[src/rtl/regfile_wb_arbiter.sv]
// regfile_wb_arbiter: arbitrates the single register-file write port
// between the ALU writeback (A) and the memory-load writeback (B).
// The granted write is registered so it stays stable across the
// register file's negedge write strobe. Writes to $0 can be dropped,
// and committed writes are counted in a saturating counter.
//
// Handshake: a source transfers on a posedge where x_valid && x_ready.
// x_ready is combinational from the current inputs and the registered
// arbiter state. It is never high unless x_valid is high. a_ready and
// b_ready are mutually exclusive, and both are low during wb_stall or reset.
//
// Build option WB_ARB_RR_EN: when defined, arbitration is strict round-robin
// and the starvation counter is removed. When undefined (the default),
// A has fixed priority and B wins after losing STARVE_LIMIT cycles in a row.
module regfile_wb_arbiter #(
   parameter int unsigned STARVE_LIMIT = 4,
   parameter bit          DROP_R0      = 1'b1,
   parameter int unsigned CNT_W        = 16
) (
   input  logic             clk,
   input  logic             rst_n,
   input  logic             wb_stall,
   input  logic             a_valid,
   input  logic [4:0]       a_dest,
   input  logic [31:0]      a_data,
   output logic             a_ready,
   input  logic             b_valid,
   input  logic [4:0]       b_dest,
   input  logic [31:0]      b_data,
   output logic             b_ready,
   output logic             wwreg,
   output logic [4:0]       wdestReg,
   output logic [31:0]      wbData,
   output logic             wb_conflict,
   output logic [CNT_W-1:0] wb_count
);

   typedef enum logic {
      PRI_A = 1'b0,
      PRI_B = 1'b1
   } arb_state_e;

   arb_state_e       state_q, state_d;
   logic             wwreg_q, wwreg_d;
   logic [4:0]       wdest_q, wdest_d;
   logic [31:0]      wbdata_q, wbdata_d;
   logic             conflict_q, conflict_d;
   logic [CNT_W-1:0] count_q, count_d;

   logic             a_grant, b_grant;
   logic [4:0]       sel_dest;
   logic [31:0]      sel_data;

`ifndef WB_ARB_RR_EN
   localparam logic [3:0] STARVE_LIM4 = 4'(STARVE_LIMIT);
   logic [3:0]       starve_q, starve_d;
`endif

   // Grant: the preferred source wins a tie; a lone valid source always wins.
   always_comb begin
      a_grant = 1'b0;
      b_grant = 1'b0;
      if (rst_n && !wb_stall) begin
         if (a_valid && b_valid) begin
            if (state_q == PRI_A) a_grant = 1'b1;
            else                  b_grant = 1'b1;
         end else if (a_valid) begin
            a_grant = 1'b1;
         end else if (b_valid) begin
            b_grant = 1'b1;
         end
      end
   end

   assign a_ready = a_grant;
   assign b_ready = b_grant;

   // Next arbiter state; wb_stall freezes both the state and the starve counter.
`ifndef WB_ARB_RR_EN
   always_comb begin
      state_d  = state_q;
      starve_d = starve_q;
      if (!wb_stall) begin
         if (state_q == PRI_A) begin
            if (b_valid && !b_grant) begin
               starve_d = (starve_q == 4'hF) ? starve_q : starve_q + 4'd1;
            end else begin
               starve_d = 4'd0;
            end
            if (starve_d >= STARVE_LIM4) state_d = PRI_B;
         end else if (b_grant || !b_valid) begin
            state_d  = PRI_A;
            starve_d = 4'd0;
         end
      end
   end
`else
   always_comb begin
      state_d = state_q;
      if (!wb_stall) begin
         if (a_grant)      state_d = PRI_B;
         else if (b_grant) state_d = PRI_A;
      end
   end
`endif

   // Write-port datapath: capture the granted write, drop $0, count commits.
   always_comb begin
      sel_dest   = a_grant ? a_dest : b_dest;
      sel_data   = a_grant ? a_data : b_data;
      wwreg_d    = 1'b0;
      wdest_d    = wdest_q;
      wbdata_d   = wbdata_q;
      count_d    = count_q;
      conflict_d = a_valid && b_valid && (a_dest == b_dest) && !wb_stall;
      if (a_grant || b_grant) begin
         wdest_d  = sel_dest;
         wbdata_d = sel_data;
         wwreg_d  = !(DROP_R0 && (sel_dest == 5'd0));
      end
      if (wwreg_d && (count_q != {CNT_W{1'b1}})) begin
         count_d = count_q + {{(CNT_W-1){1'b0}}, 1'b1};
      end
   end

   // All state registers, with synchronous active-low reset.
   always_ff @(posedge clk) begin
      if (!rst_n) begin
         state_q    <= PRI_A;
         wwreg_q    <= 1'b0;
         wdest_q    <= 5'd0;
         wbdata_q   <= 32'd0;
         conflict_q <= 1'b0;
         count_q    <= '0;
`ifndef WB_ARB_RR_EN
         starve_q   <= 4'd0;
`endif
      end else begin
         state_q    <= state_d;
         wwreg_q    <= wwreg_d;
         wdest_q    <= wdest_d;
         wbdata_q   <= wbdata_d;
         conflict_q <= conflict_d;
         count_q    <= count_d;
`ifndef WB_ARB_RR_EN
         starve_q   <= starve_d;
`endif
      end
   end

   assign wwreg       = wwreg_q;
   assign wdestReg    = wdest_q;
   assign wbData      = wbdata_q;
   assign wb_conflict = conflict_q;
   assign wb_count    = count_q;

endmodule

[config.mk]
export PLATFORM = sky130hd
export DESIGN_NAME = regfile_wb_arbiter
export DESIGN_NICKNAME = d
export VERILOG_FILES = /design/src/rtl/regfile_wb_arbiter.sv
export SDC_FILE = /design/constraint.sdc
export NUM_CORES = 1
export LEC_CHECK = 0
export ABC_CLOCK_PERIOD_IN_PS = 2100
export CORE_UTILIZATION = 63
export DETAILED_ROUTE_END_ITERATION = 6
export DONT_BUFFER_PORTS = 1
export PLACE_DENSITY = 0.77
export REMOVE_ABC_BUFFERS = 1
export SLEW_MARGIN = 20
export SYNTH_ARGS = -nofsm -noshare
export SYNTH_HDL_FRONTEND = slang
export SYNTH_SLANG_ARGS = --single-unit
export TNS_END_PERCENT = 100
[constraint.sdc]
create_clock -name clk -period 2.1 [get_ports clk]
set_input_delay 0.42 -clock clk [delete_from_list [all_inputs] [get_ports clk]]
set_output_delay 0.42 -clock clk [all_outputs]
set_load 0.05 [all_outputs]
Yosys cells after proc, flatten, opt, wreduce, memory -nomap -nowiden

Index checks and enable logic that the tools add are counted.

Register bits after elaboration: 60
Bits of input ports: 79
Output and inout port bits: 57
Word-level logic and storage cells: 50

Add/subtract/negate cells: 2
Magnitude comparators: 1
Eq/ne operators: 4
Multiplexer cells: 21
Bitwise operators: 1
Reductions and logical operators: 14

Operators with widths:

| kind                                                                  | number |
|---|---|
| 32-bit 2-to-1 mux                                                     | 1 |
| 4-bit 2-to-1 mux                                                      | 6 |
| 16-bit by 1-bit adder with 16-bit output, second input constant       | 1 |
| 16-bit != test, second input constant                                 | 1 |
| 1-bit 2-to-1 mux                                                      | 13 |
| 1-bit logical AND                                                     | 6 |
| 5-bit equality test                                                   | 1 |
| 5-bit zero test                                                       | 1 |
| 5-bit 2-to-1 mux                                                      | 1 |
| 4-bit by 1-bit adder with 4-bit output, second input constant         | 1 |
| 4-bit equality test, second input constant                            | 1 |
| 4-bit by 3-bit >= comparator with 1-bit output, second input constant | 1 |
| 1-bit zero test                                                       | 4 |
| 1-bit logical OR                                                      | 2 |
| 2-bit by 1-bit != test with 1-bit output, second input constant       | 1 |
| 2-bit AND reduction                                                   | 1 |
| 1-bit inverter                                                        | 1 |

Depth between registers and ports, before layout

Gate-level depths: netlist of the first run.

Word-level depth: 12
Mapped depth: 7
Gate-level depth less buffers: 6

Worst setup path after synthesis of the first run

Ideal clock, no wire load.

Kind: register to register
Start point: register count_q[6] (netlist: wb_count[6])
End point: register count_q[15] (netlist: wb_count[15])
Library setup time: 70 ps
Arrival time: 2124 ps
Required time: 2030 ps
Setup slack: -94 ps
Stages on the path, launching flop included: 7
Buffers on the path: 1
Clock period less this slack: 2194 ps
Cell sequence: dfxtp_1 -> nand3_1 -> a311oi_1 -> or4b_1 -> buf_2 -> or3_1 -> a21oi_1

Word-level cells in the longest chain between the ends: 2
Elaborated cells on any way between the ends: 3
Those cells by class: 1 x add/sub; 1 x eq/ne; 1 x reduce/logical

Ends and longest elaborated chain:

| what                                                                                             | RTL line | RTL |
|---|---|---|
| start, declared                                                                                  | 48       | `logic [CNT_W-1:0] count_q, count_d;` |
| start signal, assigned                                                                           | 144      | `count_q <= count_d;` |
| parallel branches: the longest is 2 deep, another holds 16-bit by 1-bit adder with 16-bit output | --       |  |

Parallel ways; which one is timed is not known.
A chain may end at the register's enable or synchronous reset.

Final worst setup path of the first run

Start point: register count_q[14] (netlist: wb_count[14])
End point: register count_q[15] (netlist: wb_count[15])

Same word-level chain as after synthesis.

==> metrics.md, run 1 <==
| Metric | Value |
|---|---|
| Outcome | completed |
| Data arrival time of the worst path | approximately 2.2 ns |
| CTS Hold Buffers Added | 0 |
| Worst min path class | in2reg |
| F_max | 511 MHz |
| Synth unique cells | 45 |
| Min-delay src | wb_stall |
| Sequential Area | ~1200 um2 |
| Worst reg2reg setup slack | 0.14 ns |
| Final ANT Viol Nets | 0 |
| Buffers on Ports | 0 |
| Reg2reg start | wb_count[14] |
| Fill count | ~350 |
| Flop pwr share | 52.5% |
| Ys flop type | dfxtp_1 |
| N_diodes | 0 |
| Critical Path Fanout Max | 7 |
| Final net count | around 420 |
| H-Tree Depth | 3 |
| Final Cycle Share | between 90% and 100% |
| Core Box Area | approximately 4400 um2 |
| Clock buffer depth | 2 |
| Comb pwr share | a little under a tenth |
| Minimum clock period | roughly 2 ns |
| Max-slew headroom | ~63% |
| Post-synthesis sequential area ratio | 41.3% |
| Post-CTS Resized | 0 |
| Die X | approximately 70 um |
| Mapped Cells | 320 |
| Crit. Startpoint | wb_count[14] |
| Setup WS post-layout | approximately 0.14 ns |
| Power per cell area | ~800 nW/um2 |
| Rows | 24 |
| Worst-skew pair later-pin latency | 0.33 ns |
| Mean routed wirelength per cell | around 17 um |
| CTS Root Buffer Type | clkbuf_8 |
| TritonRoute pass-1 iters | 4 |
| Req. time, crit path | 2.36 ns |
| P_leak | 0.00142 uW |
| Vias in the first global route | between 2000 and 2500 |
| Area of the multi-input gates | between 1500 and 2000 um2 |
| Final Max Tran Viols | 0 |
| Die height | 70.0 um |
| I/O pin cnt | around 140 |
| Hold_ws | between 0.2 and 0.25 ns |
| Final wirelength | ~6700 um |
| Initial Util | between 60% and 70% |
| Fin area | roughly 3300 um2 |
| Mapped cell area | 2910 um2 |
| Grt ovf | 0 |
| Crit start category | register |
| Seq cells post-synth | 60 |
| Number of synthesized flops with an enable pin | 0 |
| Clock sink total | 60 |
| Largest net degree at the start of global routing | just over 60 |
| Final setup viols | 0 |
| Total track usage | around 28% |
| First-pass GRT wire length | 10800 um |
| Crit Path Class | reg2reg |
| DR vias | approximately 2400 |
| Int Pwr | 1880 uW |
| Layout cell share with drive strength beyond 1 | 15.5% |
| Crit. End Element | register |
| Switch share | 29.4% |
| Dpl hpwl | roughly 5000 um |
| DRC errors left | 0 |
| Worst-Margin Slew | between 0.5 and 0.6 ns |
| Synth warn | 0 |
| Via density | 6.19 |
| RSZ-0062 raised after global routing | no |
| Layout area overhead | 14.3% |
| Final hold vios | 0 |
| Setup tns final | 0 ns |
| Max Cap Violations | 0 |
| GPL Wtd Cong | about 0.85 |
| Skew final | approximately 0.0064 ns |
| Switching power | between 700 and 800 uW |
| CTS Buf Count | 9 |
| Clk pwr share | approximately 38% |
| CTS tree | built |
| Dpl cell area | around 3100 um2 |
| Drt initial violations | 95 |
| Clk slew on worst S/H paths | ~0.07 ns |
| Die area | just under 5000 um2 |
| Pre-CTS setup slack | around 0.04 ns |
| Initial antenna violation count | 0 |
| Ys async rst share | 0% |
| Post-CTS Setup Bufs | 0 |
| Maximum vdd drop | ~0.68 mV |
| Syn Area/Cell | approximately 9.1 um2 |
cell usage after synthesis (all sizes together) (2+ instances only):
master  instances  area [um2]
o21a            2        15.0
o211ai          2        15.0
a311oi          2        17.5
dfxtp          60        1200
ha              2        25.0
nor2b           2        12.5
nand3           9        45.0
xor2            5        43.8
nand4           7        43.8
nand2          14        52.6
o41ai           3        26.3
or3             2        12.5
and3            4        25.0
nor4            4        25.0
clkbuf         13        58.8
a211oi         37         278
xnor2           2        17.5
o31ai           2        15.0
and4            2        17.5
nor2           42         158
inv             6        22.5
and2            5        33.8
mux2i          44         440
o21ai           4        20.0
nand2b          5        31.3
or2             3        18.8
nor3            7        35.0
a21oi           6        30.0
o311ai          3        26.3
buf             9        43.8
or4             3        22.5
cells by family after synthesis:
group	after synthesis	synth area share (%)
fa+ha+maj	2	0.860
mux	44	15.1
compound gates	67	17.0
flops	60	41.3
xor+xnor	7	2.11
simple gates	112	19.3
buf+inv	28	4.30
layout make-up:
type / count / area share, %
clock buffer: 11 / 4.25
multi-input combinational: 232 / 47.8
sequential: 60 / 36.1
tap: 52 / 1.96
inverter: 6 / 0.677
timing repair buffer: 29 / 7.67
clock inverter: 4 / 1.50
cell usage in the layout, fill, tap and decap left out, types with 5 or more instances in the layout:
| cell | n |
|---|---|
| nand2_1 | 14 |
| buf_4 | 26 |
| dfxtp_1 | 60 |
| nand3_1 | 8 |
| nand4_1 | 7 |
| a211oi_1 | 37 |
| inv_1 | 6 |
| clkbuf_8 | 10 |
| nor2_1 | 42 |
| nor3_1 | 7 |
| xor2_1 | 5 |
| nand2b_1 | 5 |
| mux2i_1 | 44 |
| a21oi_1 | 6 |
routing by layer:
layer  share of wire, %  vias to the layer above  routed length [um]  track usage (%)
met5                  0                        -                   0                0
met4                1.6                        0                 108             12.2
met3                8.5                       12                 571             9.96
met2                 49                      107                3330             48.0
met1                 40                     1098                2720             31.3
li1                   -                     1222                   -                -
sequential cells by signal, indices dropped and copies added (netlist names):
register     cells
wb_conflict      1
starve_q         4
state_q          1
wb_count        16
wwreg            1
wbData          32
wdestReg         5
per-stage QoR:
step / std cells / util [%] / total power (uW)
finish: 394 / 75.9 / 2660
global route: 394 / 75.9 / 2750
CTS: 394 / 75.9 / 2680
detailed placement: 379 / 71.5 / 1680
global placement: 379 / 71.5 / 1670
floorplan: 298 / - / 1610
power by group through the flow:
stage / clock network (uW) / registers, uW / logic (uW)
6_report: 1010 / 1400 / 255
5_1_grt: 1060 / 1400 / 286
2_1_floorplan: 0 / 1430 / 182
3_3_place_gp: 0 / 1420 / 246
3_5_place_dp: 0 / 1420 / 256
4_1_cts: 1020 / 1400 / 257
worst max-delay path, stage by stage, from the launching register on:
cell,delay (ns)
dfxtp_1,0.32
and4_1,0.21
a311oi_1,0.24
or4b_1,0.60
or3_1,0.39
a21oi_1,0.13
worst paths after layout:
kind                  endpoint  depth (start not counted)
setup / recovery  wb_count[15]                          5
hold / removal         state_q                          1
setup reg to reg  wb_count[15]                          5
hold reg to reg    starve_q[1]                          2
Note: power is estimated with default switching activity, not from simulation.
==> inputs of run 2 (changes only) <==
Settings changed: CORE_MARGIN set to 2, SLEW_MARGIN 20 to unset.
==> metrics.md, run 2 (same netlist as run 1, synthesis figures left out) <==
| Metric | Value |
|---|---|
| Outcome | completed |
| First-pass GRT wire length | 10100 um (-6.6%) |
| DRC errors left | 0 (unchanged) |
| Final hold vios | 0 (unchanged) |
| Worst Setup EP | wb_count[15] |
| Max-slew headroom | 63.9% (+0.67 points) |
| Final net count | 419 (unchanged) |
| Max incr delay on CP | 0.61 ns (about the same) |
| Total track usage | 24.7% (-3.3 points) |
| Mean routed wirelength per cell | 16.6 um (-2.9%) |
| Post-CTS Setup Bufs | 0 (unchanged) |
| F_max | 504 MHz (-1.5%) |
| Core Box Area | 4410 um2 (+0.68%) |
| N_diodes | 0 (unchanged) |
| GPL Wtd Cong | 0.829 (-2.9%) |
| Final wirelength | 6540 um (-2.9%) |
| Dpl cell area | 3120 um2 (-0.40%) |
| CTS Root Buffer Type | clkbuf_8 |
| Initial antenna violation count | 0 (unchanged) |
| Crit Path Class | reg2reg |
| Drt initial violations | 107 (+13%) |
| Rows | 24 (unchanged) |
| Final Cycle Share | 94.5% (+1.4 points) |
| RSZ-0062 raised after global routing | no |
| Critical Path Fanout Max | 7 (unchanged) |
| Maximum vdd drop | 0.577 mV (-15%) |
| Skew final | 0.00698 ns (+0.000580 ns) |
| Worst-skew pair later-pin latency | 0.33 ns (about the same) |
| Worst R2R End | wb_count[15] |
| Most common cell after layout, fill and taps aside | dfxtp_1 |
| CTS Hold Buffers Added | 0 (unchanged) |
| Via density | 6.30 (+1.7%) |
| Buffers on Ports | 0 (unchanged) |
| H-Tree Depth | 3 (unchanged) |
| Final setup viols | 0 (unchanged) |
| TritonRoute pass-1 iters | 4 (unchanged) |
| Vias in the first global route | 2262 (-3.3%) |
| Max Cap Violations | 0 (unchanged) |
| Layout cell share with drive strength beyond 1 | 15.8% (+0.29 points) |
| Die height | 72.0 um (+2.9%) |
| Crit. End Element | register |
| Dpl hpwl | 4710 um (-5.4%) |
| Fin area | 3350 um2 (+0.60%) |
| Initial Util | 65.9% (-0.45 points) |
| Post-layout util | 75.8% (about the same) |
| CTS Buf Count | 9 (unchanged) |
| Setup tns final | 0 ns (unchanged) |
| Post-CTS Resized | 0 (unchanged) |
| Grt ovf | 0 (unchanged) |
| Clock buffer depth | 2 (unchanged) |
| Critical path's top delay family | simple AND/OR/NAND/NOR gates |
| R2R cell count | 5 (unchanged) |
| Power per cell area | 839 nW/um2 (+4.9%) |
| Die X | 72.0 um (+2.9%) |
| Buf/Inv on CP | 0 (unchanged) |
| Levels on crit path | 5 (unchanged) |
| Clock sink total | 60 (unchanged) |
| CTS tree | built |
| Die area | 5180 um2 (+5.8%) |
| Largest net degree at the start of global routing | 71 (+16%) |
| Final ANT Viol Nets | 0 (unchanged) |
| Worst-Margin Slew | 0.537 ns (-0.00995 ns) |
| Crit. Startpoint | wb_count[14] |
| Clk slew on worst S/H paths | 0.07 ns (about the same) |
| Pre-CTS setup slack | 0.0197 ns (-0.0203 ns) |
| Crit path cell chain | and4_1 > a311oi_1 > or4b_1 > or3_1 > a21oi_1 |
| Crit-path slowest cell | or4b_1 |
| Crit start category | register |
| Worst reg2reg setup slack | 0.12 ns (-0.03 ns) |
| Final Max Tran Viols | 0 (unchanged) |
| Req. time, crit path | 2.36 ns (about the same) |
| Largest register FFs | 32 (unchanged) |
| Worst min path class | in2reg |
| Data arrival time of the worst path | 2.25 ns (+0.03 ns) |
| P_leak | 0.00143 uW (+1.2%) |
| Minimum clock period | 1.98 ns (+0.0289 ns) |
| I/O pin cnt | 136 (unchanged) |
| Reg2reg start | wb_count[14] |
| Leading cell types in the layout, fill and taps excluded | dfxtp_1 (60), mux2i_1 (44), nor2_1 (42), a211oi_1 (37), buf_4 (27) |
| Layout area overhead | 15.0% |
| Setup WS post-layout | 0.116 ns (-0.0289 ns) |
| DR vias | 2481 (+1.7%) |
==> run 2: cell count changes in the layout (fill, tap and decap cells not counted) <==
cell        before  now
buf_12           3    2
buf_4           26   27
bufinv_16        1    2
clkbuf_1         1    0
clkbuf_8        10   11
clkinvlp_4       2    1
==> run 2: metal layers <==
metal  vias up  global-route usage [%]  part of all wire (%)
li1       1223                       -                     -
met1      1129                    30.9                    42
met2       118                    40.0                    48
met3        11                    7.78                   8.9
met4         0                    9.64                   1.5
met5         -                       0                     0
==> run 2: final cells by class <==
cell class                      instances  area [um2]
Clock buffer                           11         151
Clock inverter                          4        72.6
Fill cell                             343        1070
Inverter                                6        22.5
Multi-Input combinational cell        232        1590
Sequential cell                        60        1200
Tap cell                               52        65.1
Timing Repair Buffer                   29         243
==> run 2: power by group <==
group          total (uW)  switching (uW)  internal [uW]
Clock                1160             439            724
Combinational         249             141            107
Sequential           1390             200           1190
Total                2810             781           2030
==> run 2: worst min-delay path by stage <==
stage / from / end / slack [ns] / cells past startpoint
final: rst_n / wb_count[9] / 0.21 / 1
after global routing: rst_n / wb_count[11] / 0.21 / 1
after CTS: wb_stall / state_q / 0.20 / 1
after detailed placement: starve_q[1] / starve_q[1] / 0.53 / 2
after global placement: starve_q[1] / starve_q[1] / 0.51 / 2
after floorplan: starve_q[1] / starve_q[1] / 0.49 / 2
==> run 2: per-stage QoR <==
| step | hold WS [ns] | instances | power (uW) |
|---|---|---|---|
| 2_1_floorplan | 0.488 | 298 | 1610 |
| 3_3_place_gp | 0.511 | 379 | 1660 |
| 3_5_place_dp | 0.526 | 379 | 1670 |
| 4_1_cts | 0.198 | 394 | 2820 |
| 5_1_grt | 0.206 | 394 | 2900 |
| 6_report | 0.208 | 394 | 2810 |
==> inputs of run 3 (changes only) <==
Settings changed: ABC_CLOCK_PERIOD_IN_PS 2100 to 2600, CTS_CLUSTER_SIZE set to 14.
Clock period 2.1 ns to 2.6 ns, I/O delays scaled along.
==> metrics.md, run 3 (same netlist as run 1, synthesis figures left out) <==
| Metric | Value |
|---|---|
| Layout cell share with drive strength beyond 1 | 13.7% (-2.1 points) |
| Vias in the first global route | 2279 (+0.75%) |
| GRT met3 Usage | 8.33% (+0.56 points) |
| DRC errors left | 0 (unchanged) |
| First-pass GRT wire length | 10300 um (+2.1%) |
| Final setup viols | 0 (unchanged) |
| Layout area overhead | 12.5% |
| Clock buffer depth | 2 (unchanged) |
| Dpl cell area | 3060 um2 (-2.1%) |
| Largest net degree at the start of global routing | 55 (-23%) |
| Critical Path Fanout Max | 7 (unchanged) |
| DR vias | 2449 (-1.3%) |
| Max Cap Violations | 0 (unchanged) |
| Worst-Margin Slew | 0.593 ns (+0.0558 ns) |
| Post-layout util | 74.2% (-1.6 points) |
| Worst min path class | in2reg |
| Die area | 5180 um2 (unchanged) |
| Largest register FFs | 32 (unchanged) |
| Clock sink total | 60 (unchanged) |
| P_leak | 0.00139 uW (-3.1%) |
| Outcome | completed |
| Data arrival time of the worst path | 2.35 ns (+0.10 ns) |
| Pre-CTS setup slack | 0.349 ns (+0.329 ns) |
| TritonRoute pass-1 iters | 4 (unchanged) |
| Final hold vios | 0 (unchanged) |
| Grt ovf | 0 (unchanged) |
| Final Cycle Share | 80.1% (-14 points) |
| I/O pin cnt | 136 (unchanged) |
| Most common cell after layout, fill and taps aside | dfxtp_1 |
| Hold_ws | 0.314 ns (+0.105 ns) |
| CTS Hold Buffers Added | 0 (unchanged) |
| Dpl hpwl | 4830 um (+2.6%) |
| Req. time, crit path | 2.86 ns (+0.50 ns) |
| CTS tree | built |
| Max incr delay on CP | 0.65 ns (+0.04 ns) |
| Post-CTS Resized | 0 (unchanged) |
| RSZ-0062 raised after global routing | no |
| Maximum vdd drop | 0.469 mV (-19%) |
| GR Layer Usage met1 | 30.6% (-0.33 points) |
| Setup tns final | 0 ns (unchanged) |
| CTS Buf Count | 9 (unchanged) |
| Critical path's top delay family | simple AND/OR/NAND/NOR gates |
| Total track usage | 25.5% (+0.77 points) |
| N_diodes | 0 (unchanged) |
| Mean routed wirelength per cell | 17.0 um (+2.2%) |
| Max-slew headroom | 60.2% (-3.7 points) |
| Crit-path slowest cell | or4b_1 |
| Final wirelength | 6580 um (+0.61%) |
| Buffers on Ports | 0 (unchanged) |
| Core Box Area | 4410 um2 (unchanged) |
| Initial antenna violation count | 0 (unchanged) |
| Final net count | 412 (-1.7%) |
| Drt initial violations | 125 (+17%) |
| Global-route track usage on met2 | 42.1% (+2.1 points) |
| Initial Util | 65.9% (unchanged) |
| Final ANT Viol Nets | 0 (unchanged) |
| CTS Root Buffer Type | clkbuf_8 |
| Minimum clock period | 2.08 ns (+0.0991 ns) |
| Die X | 72.0 um (unchanged) |
| Buf/Inv on CP | 1 (+1) |
| Power per cell area | 686 nW/um2 (-18%) |
| Leading cell types in the layout, fill and taps excluded | dfxtp_1 (60), mux2i_1 (44), nor2_1 (42), a211oi_1 (37), buf_4 (21) |
| Post-CTS Setup Bufs | 0 (unchanged) |
| F_max | 480 MHz (-4.8%) |
| Worst-skew pair later-pin latency | 0.33 ns (about the same) |
| Final Max Tran Viols | 0 (unchanged) |
| Skew final | 0.00441 ns (-0.00257 ns) |
| Clk slew on worst S/H paths | 0.06 ns (about the same) |
| GPL Wtd Cong | 0.838 (+1.1%) |
| Crit. End Element | register |
| Gr busiest metal | met2 |
| Crit Path Class | reg2reg |
| Die height | 72.0 um (unchanged) |
| Fin area | 3270 um2 (-2.1%) |
| Via density | 6.31 (+0.24%) |
| H-Tree Depth | 3 (unchanged) |
| Crit start category | register |
| Setup WS post-layout | 0.517 ns (+0.401 ns) |
| Crit path cell chain | buf_4 > and2_2 > nand3_1 > or4b_1 > or3_1 > a21oi_1 |
| Rows | 24 (unchanged) |
[run 3: cell types whose count changed in the layout (fill, tap and decap cells not counted)]
cell / delta
buf_12: -1
clkbuf_8: -1
clkbuf_1: +2
buf_4: -6
[run 3: per-layer routing]
layer  vias up  share of wire (%)
met1      1110                 41
met2       114                 48
met5         -                  0
met3        11                9.2
met4         0                2.2
li1       1214                  -
[run 3: final cells by class]
| class | instances | area (um2) |
|---|---|---|
| fill | 345 | 1140 |
| timing repair buffer | 22 | 178 |
| clock inverter | 4 | 72.6 |
| clock buffer | 12 | 145 |
| multi-input combinational | 232 | 1590 |
| sequential | 60 | 1200 |
| inverter | 6 | 22.5 |
| tap | 52 | 65.1 |
[run 3: path summary, 6_finish.rpt]
path,depth (start not counted),start,endpoint,slack [ns]
hold / removal,1,rst_n,wb_count[11],0.31
setup / recovery,6,wb_count[1],wb_count[15],0.52
hold reg to reg,2,starve_q[1],starve_q[1],0.55
setup reg to reg,6,wb_count[1],wb_count[15],0.52
[run 3: report_power, final]
group,switching [uW],total (uW),internal [uW]
Combinational,114,196,82.6
Clock,357,922,565
Sequential,162,1130,964
Total,633,2240,1610
[run 3: through the flow]
step | total power (uW) | std cells
after floorplan | 1300 | 298
after global placement | 1340 | 372
after detailed placement | 1340 | 372
after CTS | 2260 | 388
after global routing | 2330 | 388
final | 2240 | 388
